===== config.mk =====
export PLATFORM = sky130hd
export DESIGN_NAME = fft_bitrev_reorder
export DESIGN_NICKNAME = d
export VERILOG_FILES = /design/src/rtl/fft_pkg.sv /design/src/rtl/fft_reorder_ram.sv /design/src/rtl/fft_bitrev_reorder.sv
export SDC_FILE = /design/constraint.sdc
export NUM_CORES = 1
export LEC_CHECK = 0
export BUFFER_PORTS_ARGS = -buffer_cell sky130_fd_sc_hd__buf_2
export CAP_MARGIN = 20
export CORE_UTILIZATION = 40
export DETAILED_ROUTE_END_ITERATION = 10
export GPL_TIMING_DRIVEN = 0
export PLACE_DENSITY = 0.58
export SYNTH_ARGS = -nofsm -noshare
export SYNTH_HDL_FRONTEND = slang
export SYNTH_HIERARCHICAL = 1
export SYNTH_SLANG_ARGS = --single-unit

===== constraint.sdc =====
create_clock -name clk -period 2.6 [get_ports clk]
set_clock_uncertainty 0.05 [all_clocks]
set_input_delay 0.13 -clock clk [delete_from_list [all_inputs] [get_ports clk]]
set_output_delay 0.13 -clock clk [all_outputs]
set_load 0.1 [all_outputs]

===== src/rtl/fft_pkg.sv =====
// Shared constants, FSM state types and the bit-reversal helper for the
// 16-point IFFT output reorder path.
package fft_pkg;

    localparam int unsigned FFT_LOG2N  = 4;
    localparam int unsigned FFT_N      = 1 << FFT_LOG2N;
    localparam int unsigned FFT_DATA_W = 24;

    typedef enum logic {
        WR_WAIT_SOF = 1'b0,
        WR_FILL     = 1'b1
    } wr_state_t;

    typedef enum logic {
        RD_IDLE  = 1'b0,
        RD_DRAIN = 1'b1
    } rd_state_t;

    function automatic logic [FFT_LOG2N-1:0] bitrev(input logic [FFT_LOG2N-1:0] k);
        logic [FFT_LOG2N-1:0] r;
        r = '0;
        for (int unsigned i = 0; i < FFT_LOG2N; i++) begin
            r[i] = k[FFT_LOG2N-1-i];
        end
        return r;
    endfunction

endpackage


===== src/rtl/fft_reorder_ram.sv =====
// Simple dual-port buffer RAM: synchronous write, registered read with
// enable so the read word holds between reads.
module fft_reorder_ram #(
    parameter int unsigned DATA_W = 24,
    parameter int unsigned ADDR_W = 5
) (
    input  logic              clk,
    input  logic              reset_p,
    input  logic              wr_en,
    input  logic [ADDR_W-1:0] wr_addr,
    input  logic [DATA_W-1:0] wr_data,
    input  logic              rd_en,
    input  logic [ADDR_W-1:0] rd_addr,
    output logic [DATA_W-1:0] rd_data
);

    localparam int unsigned DEPTH = 1 << ADDR_W;

    logic [DATA_W-1:0] mem [DEPTH];
    logic [DATA_W-1:0] rd_data_d;
    logic [DATA_W-1:0] rd_data_q;

    always_ff @(posedge clk) begin
        if (wr_en) begin
            mem[wr_addr] <= wr_data;
        end
    end

    always_comb begin
        rd_data_d = rd_data_q;
        if (rd_en) begin
            rd_data_d = mem[rd_addr];
        end
    end

    // Only the output register is reset; the array contents are left as-is.
    always_ff @(posedge clk) begin
        if (reset_p) begin
            rd_data_q <= '0;
        end else begin
            rd_data_q <= rd_data_d;
        end
    end

    assign rd_data = rd_data_q;

endmodule


===== src/rtl/fft_bitrev_reorder.sv =====
// Ping-pong reorder buffer: writes bit-reversed IFFT output into one bank
// while the other bank is drained in natural index order.
module fft_bitrev_reorder
    import fft_pkg::*;
#(
    parameter int unsigned DATA_W = FFT_DATA_W,
    parameter int unsigned LOG2N  = FFT_LOG2N
) (
    input  logic              clk,
    input  logic              reset_p,
    input  logic              in_valid,
    input  logic              in_sof,
    input  logic [DATA_W-1:0] in_data,
    output logic              out_valid,
    output logic              out_sof,
    output logic [DATA_W-1:0] out_data,
    output logic              frame_err
);

    localparam logic [LOG2N-1:0] LAST_IDX = '1;

    wr_state_t        wr_state_d, wr_state_q;
    rd_state_t        rd_state_d, rd_state_q;
    logic [LOG2N-1:0] wr_cnt_d, wr_cnt_q;
    logic [LOG2N-1:0] rd_cnt_d, rd_cnt_q;
    logic             wr_bank_d, wr_bank_q;
    logic             rd_bank_d, rd_bank_q;
    logic [1:0]       full_d, full_q;
    logic             frame_err_d, frame_err_q;
    logic             out_valid_d, out_valid_q;
    logic             out_sof_d, out_sof_q;

    logic             ram_wr_en;
    logic [LOG2N:0]   ram_wr_addr;
    logic             ram_rd_en;
    logic [LOG2N:0]   ram_rd_addr;

    always_comb begin
        wr_state_d  = wr_state_q;
        wr_cnt_d    = wr_cnt_q;
        wr_bank_d   = wr_bank_q;
        full_d      = full_q;
        frame_err_d = 1'b0;
        ram_wr_en   = 1'b0;
        ram_wr_addr = {wr_bank_q, bitrev(wr_cnt_q)};

        case (wr_state_q)
            WR_WAIT_SOF: begin
                if (in_valid && in_sof) begin
                    ram_wr_en   = 1'b1;
                    ram_wr_addr = {wr_bank_q, {LOG2N{1'b0}}};
                    wr_cnt_d    = {{(LOG2N-1){1'b0}}, 1'b1};
                    wr_state_d  = WR_FILL;
                end
            end
            WR_FILL: begin
                if (in_valid) begin
                    ram_wr_en = 1'b1;
                    if (in_sof) begin
                        // Early SOF: abandon the partial frame and restart this bank.
                        frame_err_d = 1'b1;
                        ram_wr_addr = {wr_bank_q, {LOG2N{1'b0}}};
                        wr_cnt_d    = {{(LOG2N-1){1'b0}}, 1'b1};
                    end else if (wr_cnt_q == LAST_IDX) begin
                        full_d[wr_bank_q] = 1'b1;
                        wr_bank_d         = ~wr_bank_q;
                        wr_cnt_d          = '0;
                        wr_state_d        = WR_WAIT_SOF;
                    end else begin
                        wr_cnt_d = wr_cnt_q + 1'b1;
                    end
                end
            end
            default: wr_state_d = WR_WAIT_SOF;
        endcase
    end

    always_comb begin
        rd_state_d  = rd_state_q;
        rd_cnt_d    = rd_cnt_q;
        rd_bank_d   = rd_bank_q;
        ram_rd_en   = 1'b0;
        ram_rd_addr = {rd_bank_q, rd_cnt_q};
        out_valid_d = 1'b0;
        out_sof_d   = 1'b0;

        case (rd_state_q)
            RD_IDLE: begin
                if (full_q[rd_bank_q]) begin
                    rd_state_d = RD_DRAIN;
                end
            end
            RD_DRAIN: begin
                ram_rd_en   = 1'b1;
                out_valid_d = 1'b1;
                out_sof_d   = (rd_cnt_q == '0);
                rd_cnt_d    = rd_cnt_q + 1'b1;
                if (rd_cnt_q == LAST_IDX) begin
                    rd_bank_d = ~rd_bank_q;
                    if (!full_q[~rd_bank_q]) begin
                        rd_state_d = RD_IDLE;
                    end
                end
            end
            default: rd_state_d = RD_IDLE;
        endcase
    end

    // The write side only ever sets the fill bank; the read side only clears the drain bank.
    logic [1:0] full_clr;
    always_comb begin
        full_clr = 2'b00;
        if (rd_state_q == RD_DRAIN && rd_cnt_q == LAST_IDX) begin
            full_clr[rd_bank_q] = 1'b1;
        end
    end

    always_ff @(posedge clk) begin
        if (reset_p) begin
            wr_state_q  <= WR_WAIT_SOF;
            rd_state_q  <= RD_IDLE;
            wr_cnt_q    <= '0;
            rd_cnt_q    <= '0;
            wr_bank_q   <= 1'b0;
            rd_bank_q   <= 1'b0;
            full_q      <= '0;
            frame_err_q <= 1'b0;
            out_valid_q <= 1'b0;
            out_sof_q   <= 1'b0;
        end else begin
            wr_state_q  <= wr_state_d;
            rd_state_q  <= rd_state_d;
            wr_cnt_q    <= wr_cnt_d;
            rd_cnt_q    <= rd_cnt_d;
            wr_bank_q   <= wr_bank_d;
            rd_bank_q   <= rd_bank_d;
            full_q      <= full_d & ~full_clr;
            frame_err_q <= frame_err_d;
            out_valid_q <= out_valid_d;
            out_sof_q   <= out_sof_d;
        end
    end

    fft_reorder_ram #(
        .DATA_W (DATA_W),
        .ADDR_W (LOG2N + 1)
    ) u_ram (
        .clk     (clk),
        .reset_p (reset_p),
        .wr_en   (ram_wr_en),
        .wr_addr (ram_wr_addr),
        .wr_data (in_data),
        .rd_en   (ram_rd_en),
        .rd_addr (ram_rd_addr),
        .rd_data (out_data)
    );

    assign out_valid = out_valid_q;
    assign out_sof   = out_sof_q;
    assign frame_err = frame_err_q;

endmodule

==> impl_metrics.tcl <==
set metrics [dict create \
    status "finished with violations" \
    violations "negative setup slack" \
    ir_drop_uv 441 \
    die_area_sq_mm 0.0799 \
    antenna_found_initial 1 \
    synthTopCellsByArea "edfxtp_1 73%, mux2i_1 12%, a22oi_1 4.6%" \
    timing.rr.end "u_ram/rd_data[18]" \
    syn_nets 1811 \
    insertion_delay_ps 640 \
    cts_buffers 83 \
    area_delta_synth_final_pct 19.9 \
    ant_nets 0 \
    synth_area_leader_cell "edfxtp_1" \
    min_period_ps 2610 \
    routedWlPerCell_microns 29.0 \
    hold_violations 0 \
    startpoint "rd_cnt_q[3]" \
    dr.pass1.iters 5 \
    grt_max_degree 33 \
    hold_path_depth 1 \
    syn_area_per_cell_sq_um 17.7 \
    fp.dieH_microns 283 \
    syn-cell-area_sq_mm 0.0315 \
    port_buffers 54 \
    clk_pin_slew_ps 60 \
    rr_worst_depth 5 \
    cts-root-buf "clkbuf_16" \
    nets 2037 \
    max-slew-margin-rel_pct 20.0 \
    gp_congestion 0.898 \
    grt_util_all_layers_pct 22.7 \
    ys_types 38 \
    start_util_pct 40.5 \
    synth_edf_count 768 \
    avgViaCountPerCell 5.73 \
    worst-r2r-setup-slack_ps -10 \
    powerDensity_mw_per_mm2 705 \
    rsz0062_at_grt "yes" \
    synth-seq-cells 809 \
    hold_path_class "in -> reg" \
    grt_pass1_vias 17600 \
    fin_crit_sh_pct 100 \
    arrival_ps 3100 \
    rows 102 \
    htree_levels 3 \
    cts_tree "yes" \
    crit_path_end_kind "flip-flop" \
    vias 17800 \
    routed_wl_mm 90.3 \
    postPlaceCellArea_sq_mm 0.0340 \
    yosys.area.top_type_share_pct 73.2 \
    setup_viol 1 \
    drt_iter0_drc 2034 \
    ys_seq_area_share_pct 75.8 \
    final_area_sq_mm 0.0378 \
    reg2reg_from "rd_cnt_q[3]" \
    critPathRequiredTime_ps 3080 \
    drv_slew 0 \
    worstHoldEndpoint "u_ram/mem[11][5]" \
    crit_path_max_fanout 10 \
    clock_path_buffers 3 \
    worst_slack_ps -12.0 \
    p_leak_uw 0.0113 \
    dpl.hpwl_mm 58.2 \
    synth_ff_type "edfxtp_1" \
    synthArstFlopShare_pct 0 \
    drv_cap 0 \
    worstMarginPinSlew_ps 1200 \
    grt_pass1_wl_mm 127 \
    max_freq_mhz 383 \
    die_x_microns 283 \
    cp-start-kind "flip-flop" \
    whs_ps 1.58 \
    drc 0 \
    yosysWarnings 6 \
    crit_type "reg -> reg" \
    hold_start "in_data[5]" \
    drive_gt1_share_pct 20.9 \
    cts.sinks 809 \
    overflow 0 \
    core_sq_mm 0.0777 \
    io_pins 55 \
    synthCells 1780 \
    utilization_pct 48.6 \
]
synthesized netlist by cell type (all sizes together) (3+ instances only):
master,n
buf,53
nand2,6
edfxtp,768
mux2i,386
o21ai,4
ha,3
a211oi,28
dfxtp,41
nor2,67
or4,24
or3b,3
nand3,3
or3,3
nor2b,4
a22oi,194
inv,7
and2,4
a21oi,103
nand4,3
nand3b,6
xor2,3
clkbuf,55
logic make-up after synthesis:
kind of cell / share of synthesized area (%)
mux: 12.3
simple gates: 2.21
compound gates: 7.34
buf+inv: 2.18
flops: 75.8
fa+ha+maj: 0.119
xor+xnor: 0.111
flip-flops by register name (all words and copies together), names as in the netlist:
register,flops
frame_err,1
full_q,2
out_sof,1
out_valid,1
rd_bank_q,1
rd_cnt_q,4
rd_state_q,1
u_ram/mem,768
u_ram/rd_data,24
wr_bank_q,1
wr_cnt_q,4
wr_state_q,1
where the power goes:
part | switching, uW | internal (uW) | total (uW)
clock network | 4890 | 7010 | 11900
logic | 344 | 102 | 446
registers | 11.0 | 14300 | 14300
layout by cell type, fill, tap and decap left out, types with 4 or more instances in the layout:
cell type,Yosys,final
clkbuf_1,55,30
clkbuf_4,0,14
nor2b_1,4,4
or4_1,24,14
nor2_1,67,34
buf_8,1,8
bufinv_16,0,11
inv_1,7,5
buf_2,5,62
a22oi_2,0,14
mux2i_1,386,386
a22oi_1,194,180
a21oi_2,0,12
a211oi_1,10,10
clkbuf_16,0,84
edfxtp_1,768,768
a211oi_2,18,18
a21oi_1,103,91
clkinv_1,0,21
nor2_4,0,38
clkbuf_2,0,18
dfxtp_1,41,35
clkinv_2,0,14
clkinvlp_4,0,4
dlygate4sd3_1,0,22
nand3b_1,6,6
buf_6,21,28
buf_4,21,37
or4_4,0,10
buf_12,0,14
nand2_1,6,6
buf_16,0,23
area by class of cell:
cell class                      instances  area (sq um)
Timing Repair Buffer                  140          1610
Fill cell                            6412         40000
Sequential cell                       809         23900
Multi-Input combinational cell        862          7420
Inverter                                7          26.3
Clock inverter                         54           554
Buffer                                103           810
Antenna cell                            1          2.50
Tap cell                             1040          1300
Clock buffer                           97          2150
worst max path at each step:
stage	slack [ps]	cells past startpoint	end
2_1_floorplan	-150	5	u_ram/mem[20][0]
3_3_place_gp	-1810	5	u_ram/mem[12][5]
3_5_place_dp	-780	7	u_ram/rd_data[12]
4_1_cts	-20	3	u_ram/mem[5][15]
5_1_grt	-30	8	u_ram/rd_data[2]
6_report	-10	5	u_ram/rd_data[18]
through the flow:
stage          TNS (ps)  setup WS [ps]  instances  total power [uW]
3_5_place_dp    -100090           -778       2900             15000
4_1_cts            -287          -18.3       3108             26800
3_3_place_gp   -1049020          -1810       2874             14900
2_1_floorplan    -28900           -154       1780             14700
6_report          -12.0          -12.0       3113             26600
5_1_grt           -66.3          -30.9       3113             27300
per-layer routing:
metal,global-route usage [%],vias to the layer above,wire length (microns)
li1,-,7617,-
met1,31.8,9258,38400
met2,35.3,800,41400
met3,4.57,163,7470
met4,7.83,0,3050
met5,0,-,0
critical path, stage by stage (launching register included):
cell	delay, ps
dfxtp_1	590
nand2b_2	380
clkbuf_2	410
a21oi_1	210
or4_1	630
a211oi_2	240
timing repair:
item / CTS / global route
gates cloned: 5 / 1
pin swaps: 22 / 2
hold buffers: 22 / 0
endpoints found under the hold margin: 288 / 0
setup buffers: 35 / 3
resized for setup: 90 / 52
endpoints found under the setup margin: 578 / 48
No activity file was read; power rests on OpenSTA's default activity.
